`config.mk`:
```
export PLATFORM = sky130hd
export DESIGN_NAME = led_run_decoder_flat
export DESIGN_NICKNAME = d
export VERILOG_FILES = /design/src/rtl/led_run_decoder_pkg.sv /design/src/rtl/led_run_if.sv /design/src/rtl/led_run_decoder_tracker.sv /design/src/rtl/led_run_decoder.sv /design/src/flat_wrapper.sv
export SDC_FILE = /design/constraint.sdc
export NUM_CORES = 1
export LEC_CHECK = 0
export BUFFER_PORTS_ARGS = -buffer_cell sky130_fd_sc_hd__buf_2
export CAP_MARGIN = 5
export CORE_MARGIN = 2
export CORE_UTILIZATION = 40
export CTS_CLUSTER_DIAMETER = 50
export DETAILED_ROUTE_END_ITERATION = 8
export HOLD_SLACK_MARGIN = 0.05
export PLACE_DENSITY = 0.56
export SETUP_SLACK_MARGIN = 0.3
export SLEW_MARGIN = 40
export SYNTH_ARGS = -nofsm -noshare
export SYNTH_HDL_FRONTEND = slang
export SYNTH_HIERARCHICAL = 1
export SYNTH_SLANG_ARGS = --single-unit
```
`constraint.sdc`:
```
create_clock -name clk -period 5.25 [get_ports clk]
set_clock_uncertainty 0.1 [all_clocks]
set_input_delay 1.05 -clock clk [delete_from_list [all_inputs] [get_ports clk]]
set_output_delay 1.05 -clock clk [all_outputs]
set_load 0.02 [all_outputs]
```
`src/rtl/led_run_decoder_pkg.sv`:
```
// Shared types and constants for the LED run decoder: FSM states, default
// geometry, the run record and the lengths a valid snake frame must contain.
package led_run_decoder_pkg;

  localparam int DEF_WIDTH = 16;
  localparam int DEF_POS_W = $clog2(DEF_WIDTH);
  localparam int DEF_LEN_W = $clog2(DEF_WIDTH) + 1;
  localparam int DEF_CNT_W = $clog2(DEF_WIDTH / 2) + 1;

  // The animator draws exactly one snake of each of these lengths.
  localparam int RUN_LEN_A = 1;
  localparam int RUN_LEN_B = 2;
  localparam int RUN_LEN_C = 3;

  typedef enum logic [1:0] {
    IDLE = 2'd0,
    SCAN = 2'd1,
    DONE = 2'd2
  } state_t;

  typedef struct packed {
    logic [DEF_POS_W-1:0] pos;
    logic [DEF_LEN_W-1:0] len;
  } run_t;

endpackage

```
`src/rtl/led_run_if.sv`:
```
// Frame-in / results-out handshake bundle between the LED bus and the decoder.
interface led_run_if import led_run_decoder_pkg::*; #(
  parameter int WIDTH = DEF_WIDTH
);
  localparam int POS_W = $clog2(WIDTH);
  localparam int LEN_W = $clog2(WIDTH) + 1;
  localparam int CNT_W = $clog2(WIDTH / 2) + 1;

  logic             frame_valid;
  logic [WIDTH-1:0] frame;
  logic             frame_ready;
  logic             result_valid;
  logic             result_ready;
  logic [CNT_W-1:0] run_count;
  logic [POS_W-1:0] run0_pos;
  logic [POS_W-1:0] run1_pos;
  logic [POS_W-1:0] run2_pos;
  logic [LEN_W-1:0] run0_len;
  logic [LEN_W-1:0] run1_len;
  logic [LEN_W-1:0] run2_len;
  logic             overflow;
  logic             pattern_ok;

  modport master (
    output frame_valid, frame, result_ready,
    input  frame_ready, result_valid, run_count,
    input  run0_pos, run1_pos, run2_pos, run0_len, run1_len, run2_len,
    input  overflow, pattern_ok
  );

  modport slave (
    input  frame_valid, frame, result_ready,
    output frame_ready, result_valid, run_count,
    output run0_pos, run1_pos, run2_pos, run0_len, run1_len, run2_len,
    output overflow, pattern_ok
  );

endinterface

```
`src/rtl/led_run_decoder_tracker.sv`:
```
// Current-run accumulator: follows one bit per step and strobes a closed
// run's {pos, len} combinationally on the step that ends it.
module led_run_tracker #(
  parameter int POS_W = 4,
  parameter int LEN_W = 5
) (
  input  logic             clk,
  input  logic             rst,
  input  logic             clear,
  input  logic             step,
  input  logic             bit_in,
  input  logic [POS_W-1:0] index,
  input  logic             last,
  output logic             close,
  output logic [POS_W-1:0] close_pos,
  output logic [LEN_W-1:0] close_len
);

  logic             open_reg;
  logic [POS_W-1:0] pos_reg;
  logic [LEN_W-1:0] len_reg;

  always_ff @(posedge clk or posedge rst) begin
    if (rst) begin
      open_reg <= 1'b0;
      pos_reg  <= '0;
      len_reg  <= '0;
    end else if (clear) begin
      open_reg <= 1'b0;
      pos_reg  <= '0;
      len_reg  <= '0;
    end else if (step) begin
      if (bit_in) begin
        if (open_reg) begin
          len_reg <= len_reg + LEN_W'(1);
        end else begin
          open_reg <= 1'b1;
          pos_reg  <= index;
          len_reg  <= LEN_W'(1);
        end
      end else begin
        open_reg <= 1'b0;
      end
    end
  end

  // A run reaching bit 0 closes on that same step, including its final bit.
  always_comb begin
    close     = 1'b0;
    close_pos = pos_reg;
    close_len = len_reg;
    if (step) begin
      if (open_reg && !bit_in) begin
        close = 1'b1;
      end else if (last && bit_in) begin
        close = 1'b1;
        if (open_reg) begin
          close_len = len_reg + LEN_W'(1);
        end else begin
          close_pos = index;
          close_len = LEN_W'(1);
        end
      end
    end
  end

endmodule

```
`src/rtl/led_run_decoder.sv`:
```
// Serial MSB-first decoder recovering the leftmost three runs of ones in an
// LED frame, with run count, overflow and snake-pattern validity.
module led_run_decoder import led_run_decoder_pkg::*; #(
  parameter int WIDTH = DEF_WIDTH
) (
  input  logic clk,
  input  logic rst,
  led_run_if.slave bus
);

  localparam int POS_W = $clog2(WIDTH);
  localparam int LEN_W = $clog2(WIDTH) + 1;
  localparam int CNT_W = $clog2(WIDTH / 2) + 1;

  state_t           state_reg, state_next;
  logic [WIDTH-1:0] shift_reg;
  logic [POS_W-1:0] index_reg;
  logic [CNT_W-1:0] count_reg, count_next;
  logic [POS_W-1:0] slot_pos_reg [3];
  logic [LEN_W-1:0] slot_len_reg [3];
  logic [POS_W-1:0] slot_pos_next [3];
  logic [LEN_W-1:0] slot_len_next [3];
  logic [POS_W-1:0] res_pos_reg [3];
  logic [LEN_W-1:0] res_len_reg [3];
  logic [CNT_W-1:0] res_count_reg;
  logic             res_overflow_reg, res_pattern_reg;

  logic             accept, scan, last;
  logic             close;
  logic [POS_W-1:0] close_pos;
  logic [LEN_W-1:0] close_len;
  logic             has_a, has_b, has_c, pattern_next;

  assign accept = (state_reg == IDLE) && bus.frame_valid;
  assign scan   = (state_reg == SCAN);
  assign last   = (index_reg == '0);

  always_ff @(posedge clk or posedge rst) begin
    if (rst) state_reg <= IDLE;
    else     state_reg <= state_next;
  end

  always_comb begin
    state_next = state_reg;
    case (state_reg)
      IDLE:    if (bus.frame_valid) state_next = SCAN;
      SCAN:    if (last) state_next = DONE;
      DONE:    if (bus.result_ready) state_next = IDLE;
      default: state_next = IDLE;
    endcase
  end

  always_comb begin
    bus.frame_ready  = (state_reg == IDLE);
    bus.result_valid = (state_reg == DONE);
  end

  led_run_tracker #(.POS_W(POS_W), .LEN_W(LEN_W)) u_tracker (
    .clk       (clk),
    .rst       (rst),
    .clear     (accept),
    .step      (scan),
    .bit_in    (shift_reg[WIDTH-1]),
    .index     (index_reg),
    .last      (last),
    .close     (close),
    .close_pos (close_pos),
    .close_len (close_len)
  );

  assign count_next = count_reg + {{(CNT_W-1){1'b0}}, close};

  always_ff @(posedge clk or posedge rst) begin
    if (rst) begin
      shift_reg <= '0;
      index_reg <= '0;
      count_reg <= '0;
    end else if (accept) begin
      shift_reg <= bus.frame;
      index_reg <= POS_W'(WIDTH - 1);
      count_reg <= '0;
    end else if (scan) begin
      shift_reg <= shift_reg << 1;
      index_reg <= index_reg - POS_W'(1);
      count_reg <= count_next;
    end
  end

  // Only the first three closed runs land in a slot; later ones just count.
  for (genvar gi = 0; gi < 3; gi++) begin : g_slot
    always_comb begin
      slot_pos_next[gi] = slot_pos_reg[gi];
      slot_len_next[gi] = slot_len_reg[gi];
      if (close && count_reg == CNT_W'(gi)) begin
        slot_pos_next[gi] = close_pos;
        slot_len_next[gi] = close_len;
      end
    end

    always_ff @(posedge clk or posedge rst) begin
      if (rst) begin
        slot_pos_reg[gi] <= '0;
        slot_len_reg[gi] <= '0;
        res_pos_reg[gi]  <= '0;
        res_len_reg[gi]  <= '0;
      end else if (accept) begin
        slot_pos_reg[gi] <= '0;
        slot_len_reg[gi] <= '0;
      end else if (scan) begin
        slot_pos_reg[gi] <= slot_pos_next[gi];
        slot_len_reg[gi] <= slot_len_next[gi];
        if (last) begin
          res_pos_reg[gi] <= slot_pos_next[gi];
          res_len_reg[gi] <= slot_len_next[gi];
        end
      end
    end
  end

  always_comb begin
    has_a = 1'b0;
    has_b = 1'b0;
    has_c = 1'b0;
    for (int i = 0; i < 3; i++) begin
      if (slot_len_next[i] == LEN_W'(RUN_LEN_A)) has_a = 1'b1;
      if (slot_len_next[i] == LEN_W'(RUN_LEN_B)) has_b = 1'b1;
      if (slot_len_next[i] == LEN_W'(RUN_LEN_C)) has_c = 1'b1;
    end
    pattern_next = (count_next == CNT_W'(3)) && has_a && has_b && has_c;
  end

  always_ff @(posedge clk or posedge rst) begin
    if (rst) begin
      res_count_reg    <= '0;
      res_overflow_reg <= 1'b0;
      res_pattern_reg  <= 1'b0;
    end else if (scan && last) begin
      res_count_reg    <= count_next;
      res_overflow_reg <= (count_next > CNT_W'(3));
      res_pattern_reg  <= pattern_next;
    end
  end

  assign bus.run_count  = res_count_reg;
  assign bus.run0_pos   = res_pos_reg[0];
  assign bus.run1_pos   = res_pos_reg[1];
  assign bus.run2_pos   = res_pos_reg[2];
  assign bus.run0_len   = res_len_reg[0];
  assign bus.run1_len   = res_len_reg[1];
  assign bus.run2_len   = res_len_reg[2];
  assign bus.overflow   = res_overflow_reg;
  assign bus.pattern_ok = res_pattern_reg;

endmodule

```
`src/flat_wrapper.sv`:
```
// flat-port wrapper written by rule: the top's interface ports become plain ports
module led_run_decoder_flat import led_run_decoder_pkg::*;
#(
  parameter int WIDTH = DEF_WIDTH
)
  (clk, rst, bus_frame_valid, bus_frame, bus_result_ready, bus_frame_ready, bus_result_valid, bus_run_count, bus_run0_pos, bus_run1_pos, bus_run2_pos, bus_run0_len, bus_run1_len, bus_run2_len, bus_overflow, bus_pattern_ok);
  led_run_if #(.WIDTH(WIDTH)) bus_i ();
  input  logic clk;
  input  logic rst;
  input wire logic [$bits(bus_i.frame_valid)-1:0] bus_frame_valid;
  input wire logic [$bits(bus_i.frame)-1:0] bus_frame;
  input wire logic [$bits(bus_i.result_ready)-1:0] bus_result_ready;
  output wire logic [$bits(bus_i.frame_ready)-1:0] bus_frame_ready;
  output wire logic [$bits(bus_i.result_valid)-1:0] bus_result_valid;
  output wire logic [$bits(bus_i.run_count)-1:0] bus_run_count;
  output wire logic [$bits(bus_i.run0_pos)-1:0] bus_run0_pos;
  output wire logic [$bits(bus_i.run1_pos)-1:0] bus_run1_pos;
  output wire logic [$bits(bus_i.run2_pos)-1:0] bus_run2_pos;
  output wire logic [$bits(bus_i.run0_len)-1:0] bus_run0_len;
  output wire logic [$bits(bus_i.run1_len)-1:0] bus_run1_len;
  output wire logic [$bits(bus_i.run2_len)-1:0] bus_run2_len;
  output wire logic [$bits(bus_i.overflow)-1:0] bus_overflow;
  output wire logic [$bits(bus_i.pattern_ok)-1:0] bus_pattern_ok;
  assign bus_i.frame_valid = bus_frame_valid;
  assign bus_i.frame = bus_frame;
  assign bus_i.result_ready = bus_result_ready;
  assign bus_frame_ready = bus_i.frame_ready;
  assign bus_result_valid = bus_i.result_valid;
  assign bus_run_count = bus_i.run_count;
  assign bus_run0_pos = bus_i.run0_pos;
  assign bus_run1_pos = bus_i.run1_pos;
  assign bus_run2_pos = bus_i.run2_pos;
  assign bus_run0_len = bus_i.run0_len;
  assign bus_run1_len = bus_i.run1_len;
  assign bus_run2_len = bus_i.run2_len;
  assign bus_overflow = bus_i.overflow;
  assign bus_pattern_ok = bus_i.pattern_ok;
  led_run_decoder #(.WIDTH(WIDTH)) u_core (.clk(clk), .rst(rst), .bus(bus_i));
endmodule
```
[Yosys cells after proc, flatten, opt, wreduce, memory -nomap -nowiden]
Cells that the tools add are included.
Operators by class
  add/subtract/negate cells: 3
  order comparisons: 1
  eq/ne operators: 17
  muxes and demuxes: 56
  bitwise operators: 1
  reduce and logical (&&, ||, !) cells: 19
Operators by type and width (number)
  $mux W5: 16
  $mux W4: 19
  $mux W16: 2
  $eq A5 B2 Y1 const B: 6
  $eq A5 B1 Y1 const B: 3
  $mux W1: 15
  $logic_and A1 B1 Y1: 10
  $eq A4 B2 Y1 const B: 2
  $logic_not A4 Y1: 2
  $mux W2: 3
  $ne A2 B2 Y1 const B: 3
  $pmux W2 S3: 1
  $reduce_and A3 Y1: 2
  $add A5 B1 Y5 const B: 1
  $add A4 B1 Y4: 1
  $eq A4 B1 Y1 const B: 1
  $gt A4 B2 Y1 const B: 1
  $reduce_bool A2 Y1: 2
  $sub A4 B1 Y4 const B: 1
  $eq A2 B1 Y1 const B: 1
  $eq A2 B2 Y1 const B: 1
  $logic_not A2 Y1: 1
  $reduce_and A2 Y1: 1
  $logic_not A1 Y1: 1
  $not A1 Y1: 1
Storage, ports and cells
  flip-flop bits (word level): 96
  bits of input ports: 20
  output and inout port bits: 35
  logic and storage cells: 119

[Longest topological paths before layout]
  word-level depth: 14
  mapped depth: 13
  gate-level depth less buffers: 13

[By module]
The synthesis kept the hierarchy.
By module, submodules not included
  led_run_decoder: instances 1, cells an instance 450, area each 3986.3 sq um, seq. area each 2152.1 sq um
  led_run_tracker: instances 1, cells an instance 72, area each 666.9 sq um, seq. area each 250.2 sq um

[Least setup slack after synthesis]
No wires, ideal clock.
  path kind: register to register
  from: reg u_core.index_reg[0]
  to: reg u_core.res_pattern_reg, in the netlist u_core/bus.pattern_ok
  setup time: 136 ps
  data arrival time: 2672 ps
  required time: 5014 ps
  setup slack: 2343 ps
  stages on the path, launching flop included: 13
  path buffers: 0
  clock period less this slack: 2907 ps
  cells stage by stage: dfrtp_1 > inv_1 > ha_1 > or3b_2 > inv_1 > nand3_2 > or4b_1 > nand3_1 > nor3_1 > nand4_1 > a22oi_1 > o311ai_1 > a22oi_1
On the way
  elaborated cells between the ends (all ways): 38
  those cells by class: 1 x add/sub; 10 x eq/ne; 18 x mux; 9 x reduce/logical
RTL lines
  from (decl): RTL line led_run_decoder.sv:17  | logic [POS_W-1:0] index_reg;
  from (signal assigned): RTL line led_run_decoder.sv:80  | index_reg <= POS_W'(WIDTH - 1);
  from (signal assigned): RTL line led_run_decoder.sv:84  | index_reg <= index_reg - POS_W'(1);
  $logic_not A4 Y1 *: RTL line led_run_decoder.sv:36  | assign last = (index_reg == '0);
  net u_core.last: RTL line led_run_decoder.sv:28  | logic accept, scan, last;
  $logic_and A1 B1 Y1 *: RTL line led_run_decoder_tracker.sv:55  | end else if (last && bit_in) begin
  $mux W5 *: RTL line led_run_decoder_tracker.sv:55
  $mux W5 *: RTL line led_run_decoder_tracker.sv:53  | if (open_reg && !bit_in) begin
  $mux W5 *: RTL line led_run_decoder_tracker.sv:52  | if (step) begin
  net u_core.close_len[3]: RTL line led_run_decoder.sv:31  | logic [LEN_W-1:0] close_len;
  $mux W5: RTL line led_run_decoder.sv:94  | if (close && count_reg == CNT_W'(gi)) begin
  $eq A5 B1 Y1: RTL line led_run_decoder.sv:125  | if (slot_len_next[i] == LEN_W'(RUN_LEN_A)) has_a = 1'b1;
  $mux W1 (3 in series): RTL line led_run_decoder.sv:125
  $logic_and A1 B1 Y1 (2 in series): RTL line led_run_decoder.sv:129  | pattern_next = (count_next == CNT_W'(3)) && has_a && has_b && has_c;
  $logic_and A1 B1 Y1 *: RTL line led_run_decoder.sv:129
  to (signal assigned): RTL line led_run_decoder.sv:140  | res_pattern_reg <= pattern_next;
  to (decl): RTL line led_run_decoder.sv:26  | logic res_overflow_reg, res_pattern_reg;
The timed path passes the listed nets; every way through them passes the cells marked *.
A chain may end at the register's enable or synchronous reset.

[Worst setup path in the final report]
  from: reg u_core.state_reg[1]
  to: reg u_core/slot_pos_reg[4] in the netlist's numbering
On the way
  cells in the longest elaborated chain, start to end: 6
  elaborated cells between the ends (all ways): 9
  those cells by class: 1 x eq/ne; 4 x mux; 4 x reduce/logical
RTL lines
  from (decl): RTL line led_run_decoder.sv:15  | state_t state_reg, state_next;
  from (signal assigned): RTL line led_run_decoder.sv:40  | else state_reg <= state_next;
  $eq A2 B1 Y1: RTL line led_run_decoder.sv:35  | assign scan = (state_reg == SCAN);
  $mux W1: RTL line led_run_decoder_tracker.sv:52
  net u_core.close: RTL line led_run_decoder.sv:29  | logic close;
  $logic_and A1 B1 Y1: RTL line led_run_decoder.sv:94
  $mux W4: RTL line led_run_decoder.sv:94
  $mux W4: RTL line led_run_decoder.sv:109  | end else if (scan) begin
  $mux W4: RTL line led_run_decoder.sv:106  | end else if (accept) begin
  to (signal, indexed assignment): RTL line led_run_decoder.sv:110  | slot_pos_reg[gi] <= slot_pos_next[gi];
  to (decl): RTL line led_run_decoder.sv:19  | logic [POS_W-1:0] slot_pos_reg [3];
The timed path passes the listed nets, and every way through them passes these cells. The select of a mux whose other input is x is not followed.

==> impl_metrics.json <==
{
  "yosys.area_share.simple_pct": 22.4,
  "min-delay-start": "u_core/bus.run2_len[3]",
  "leakage_nw": 2.50,
  "timing.rr.end": "u_core/slot_pos_reg[4]",
  "p_int_w": 0.00184,
  "grt_pass1_vias": 3545,
  "synth_warnings": 6,
  "critPathMaxStageDelay_ps": 620,
  "arrival_ps": 3810,
  "dp_hpwl_um": 7410,
  "ir_drop_v": 0.000269,
  "hold_class": "flip-flop to flip-flop",
  "vias_per_cell": 5.26,
  "largest_register_ffs": 16,
  "placed_area_um2": 4990,
  "path_buf_inv": 1,
  "synthCells": 522,
  "postCtsHoldBufs": 0,
  "synth_area_per_cell_um2": 8.91,
  "diodes": 0,
  "drt_pass1_iterations": 5,
  "synth_top_family_by_area": "simple AND/OR/NAND/NOR gates",
  "cp_slowest_cell": "inv_2",
  "antenna_found_initial": 0,
  "fillers": 1123,
  "cp.required_ps": 5350,
  "cts_tree": "yes",
  "relSlewSlack_pct": 54.1,
  "post_cts_buffers": 0,
  "die_w_um": 112,
  "post-route-min-period_ps": 3710,
  "cp_cell_sequence": "nand2b_1 > inv_2 > nor2b_1 > nor4b_1 > nand2_1 > nor2_2 > o21ai_0",
  "power.share.clock_pct": 23.5,
  "grt_max_degree": 65,
  "boundaryPins": 55,
  "path_delay_family": "simple AND/OR/NAND/NOR gates",
  "p_sw_share_pct": 40.2,
  "post_drt_wl_per_cell_um": 15.3,
  "crit_fanout": 33,
  "critPathLaunchType": "flip-flop",
  "pwr-share-seq_pct": 39.8,
  "mappedNetlistArea_um2": 4650,
  "synth_commonest_cells": "nand2_1, dfrtp_1, o21ai_0",
  "via_count": 3725,
  "start_util_pct": 40.9,
  "cts_sinks": 96,
  "rsz0062_at_grt": "false",
  "setup_viol": 0,
  "final_net_count": 584,
  "dieArea_um2": 12500,
  "critPathCaptureType": "flip-flop",
  "synth_top_cell_area_share_pct": 51.6,
  "rows": 39,
  "die_h_um": 112,
  "worst_pin_slew_ps": 687,
  "pwr-share-comb_pct": 36.7,
  "synthXorXnorAreaFrac_pct": 0.753,
  "ys_types": 48,
  "synth_most_common_cell": "nand2_1",
  "gp_congestion": 0.861,
  "antenna_left": 0,
  "grt_use_total_pct": 18.5,
  "synthMuxAreaShare_pct": 4.44,
  "synth_enable_flop_cells": 0,
  "finalMaxSlewViolations": 0,
  "max_freq_ghz": 0.270,
  "clockBufferDepth": 2,
  "synth_fa_ha_area_share_pct": 1.08,
  "r2r_setup_slack_ps": 1540,
  "p_per_area_nw_per_um2": 579,
  "syn_nets": 546,
  "cts_resized": 0,
  "async_flop_share_pct": 100,
  "synthFlopType": "dfrtp_1",
  "synth_seq_cells": 96,
  "clock_latency_ps": 350,
  "reg2reg_depth": 7,
  "root_buffer": "clkbuf_16",
  "r2r_start": "u_core/state_reg[1]",
  "fin_crit_sh_pct": 70.6,
  "synth_top_area_cell": "dfrtp_1",
  "synth_compound_area_share_pct": 14.9,
  "synth-seq-area-share_pct": 51.6,
  "synth_area_leaders": "dfrtp_1, nand2_1, o21ai_0, mux2i_1, a22oi_1",
  "drc": 0,
  "io_buffers": 54,
  "tns_ps": 0,
  "p_switching_w": 0.00124,
  "design_area_um2": 5320,
  "htreeDepth": 3,
  "maxCapViolCount": 0,
  "cts.clk_slew.worst_paths_ps": 70,
  "cts_buffers": 9,
  "synthToLayoutAreaGrowth_pct": 14.4,
  "worstHoldPathCells": 2,
  "grt_pass1_wl_um": 18300,
  "drive_above_1_share_pct": 15.9,
  "outcome": "finished, final reports clean",
  "grt_overflow": 0,
  "criticalPathCategory": "flip-flop to flip-flop",
  "hold_violations": 0,
  "min_to": "u_core/bus.run2_len[3]",
  "routed_wirelength_um": 10800,
  "core_um2": 11400,
  "first_iter_violations": 184
}
-- power groups by stage --
stage                     Combinational (W)  Sequential, W  Clock, W
after floorplan                    0.000794        0.00125         0
after global placement              0.00113        0.00123         0
after detailed placement            0.00114        0.00124         0
after CTS                           0.00115        0.00122  0.000740
after global routing                0.00128        0.00127  0.000776
final                               0.00113        0.00123  0.000725
-- per-layer routing --
metal | wire length (um) | track usage, % | vias up
met5 | 0 | 0 | -
li1 | - | - | 1865
met4 | 248 | 6.75 | 0
met3 | 449 | 4.25 | 16
met1 | 5010 | 24.9 | 1759
met2 | 5110 | 29.3 | 85
-- worst min-delay path, stage by stage (launching register included) --
cell	delay [ps]
dfrtp_1	340
nand2_1	40
o21ai_0	50
-- cell usage in the layout, fill, tap and decap left out, types with 4 or more instances in the layout --
cell	n
clkbuf_16	9
buf_2	54
mux2i_1	15
inv_1	19
mux2_2	5
a21oi_1	24
ha_1	4
nor3_1	4
and3_1	4
o21ai_1	4
dfrtp_1	96
nor2_1	29
o22ai_1	4
a22oi_1	17
nand3b_1	6
nand2_1	129
nand2b_1	5
o21ai_0	61
nand3_1	20
-- how the worst max path moves through the flow --
stage,start,slack (ps),to,cells past startpoint
floorplan,rst,1880,u_core/bus.overflow,1
global placement,u_core/state_reg[1],1710,u_core/slot_pos_reg[6],7
detailed placement,u_core/state_reg[1],1580,u_core/slot_len_reg[8],7
CTS,u_core/state_reg[1],1520,u_core/slot_pos_reg[4],7
global route,u_core/state_reg[1],1140,u_core/slot_pos_reg[4],7
finish,u_core/state_reg[1],1540,u_core/slot_pos_reg[4],7
-- kinds of logic after synthesis --
group / count (synthesis)
muxes: 20
AOI/OAI and AO/OA: 122
buffers and inverters: 51
xor gates and xnor gates: 4
DFF: 96
adders and majority gates: 4
and+or+nand+nor: 225
-- per-stage QoR --
step | utilization [%] | total power [W] | hold slack [ps] | setup slack (ps) | std cells
after global placement | 43.8 | 0.00236 | 358 | 1710 | 692
after global routing | 46.8 | 0.00332 | 396 | 1140 | 708
final | 46.8 | 0.00308 | 369 | 1540 | 708
after floorplan | - | 0.00205 | 346 | 1880 | 522
after CTS | 46.8 | 0.00311 | 379 | 1520 | 708
after detailed placement | 43.9 | 0.00238 | 364 | 1580 | 692
-- area by class of cell --
| cell class | count | area [um^2] | share of cell area [%] |
|---|---|---|---|
| clock buffers | 11 | 253 | 4.75 |
| clock inverters | 5 | 78.8 | 1.48 |
| inverters | 21 | 81.3 | 1.53 |
| multi-input cells | 375 | 2040 | 38.3 |
| flip-flops and latches | 96 | 2400 | 45.1 |
| well taps | 143 | 179 | 3.36 |
| repair buffers | 57 | 293 | 5.50 |
Note: power is estimated with default switching activity, not from simulation.
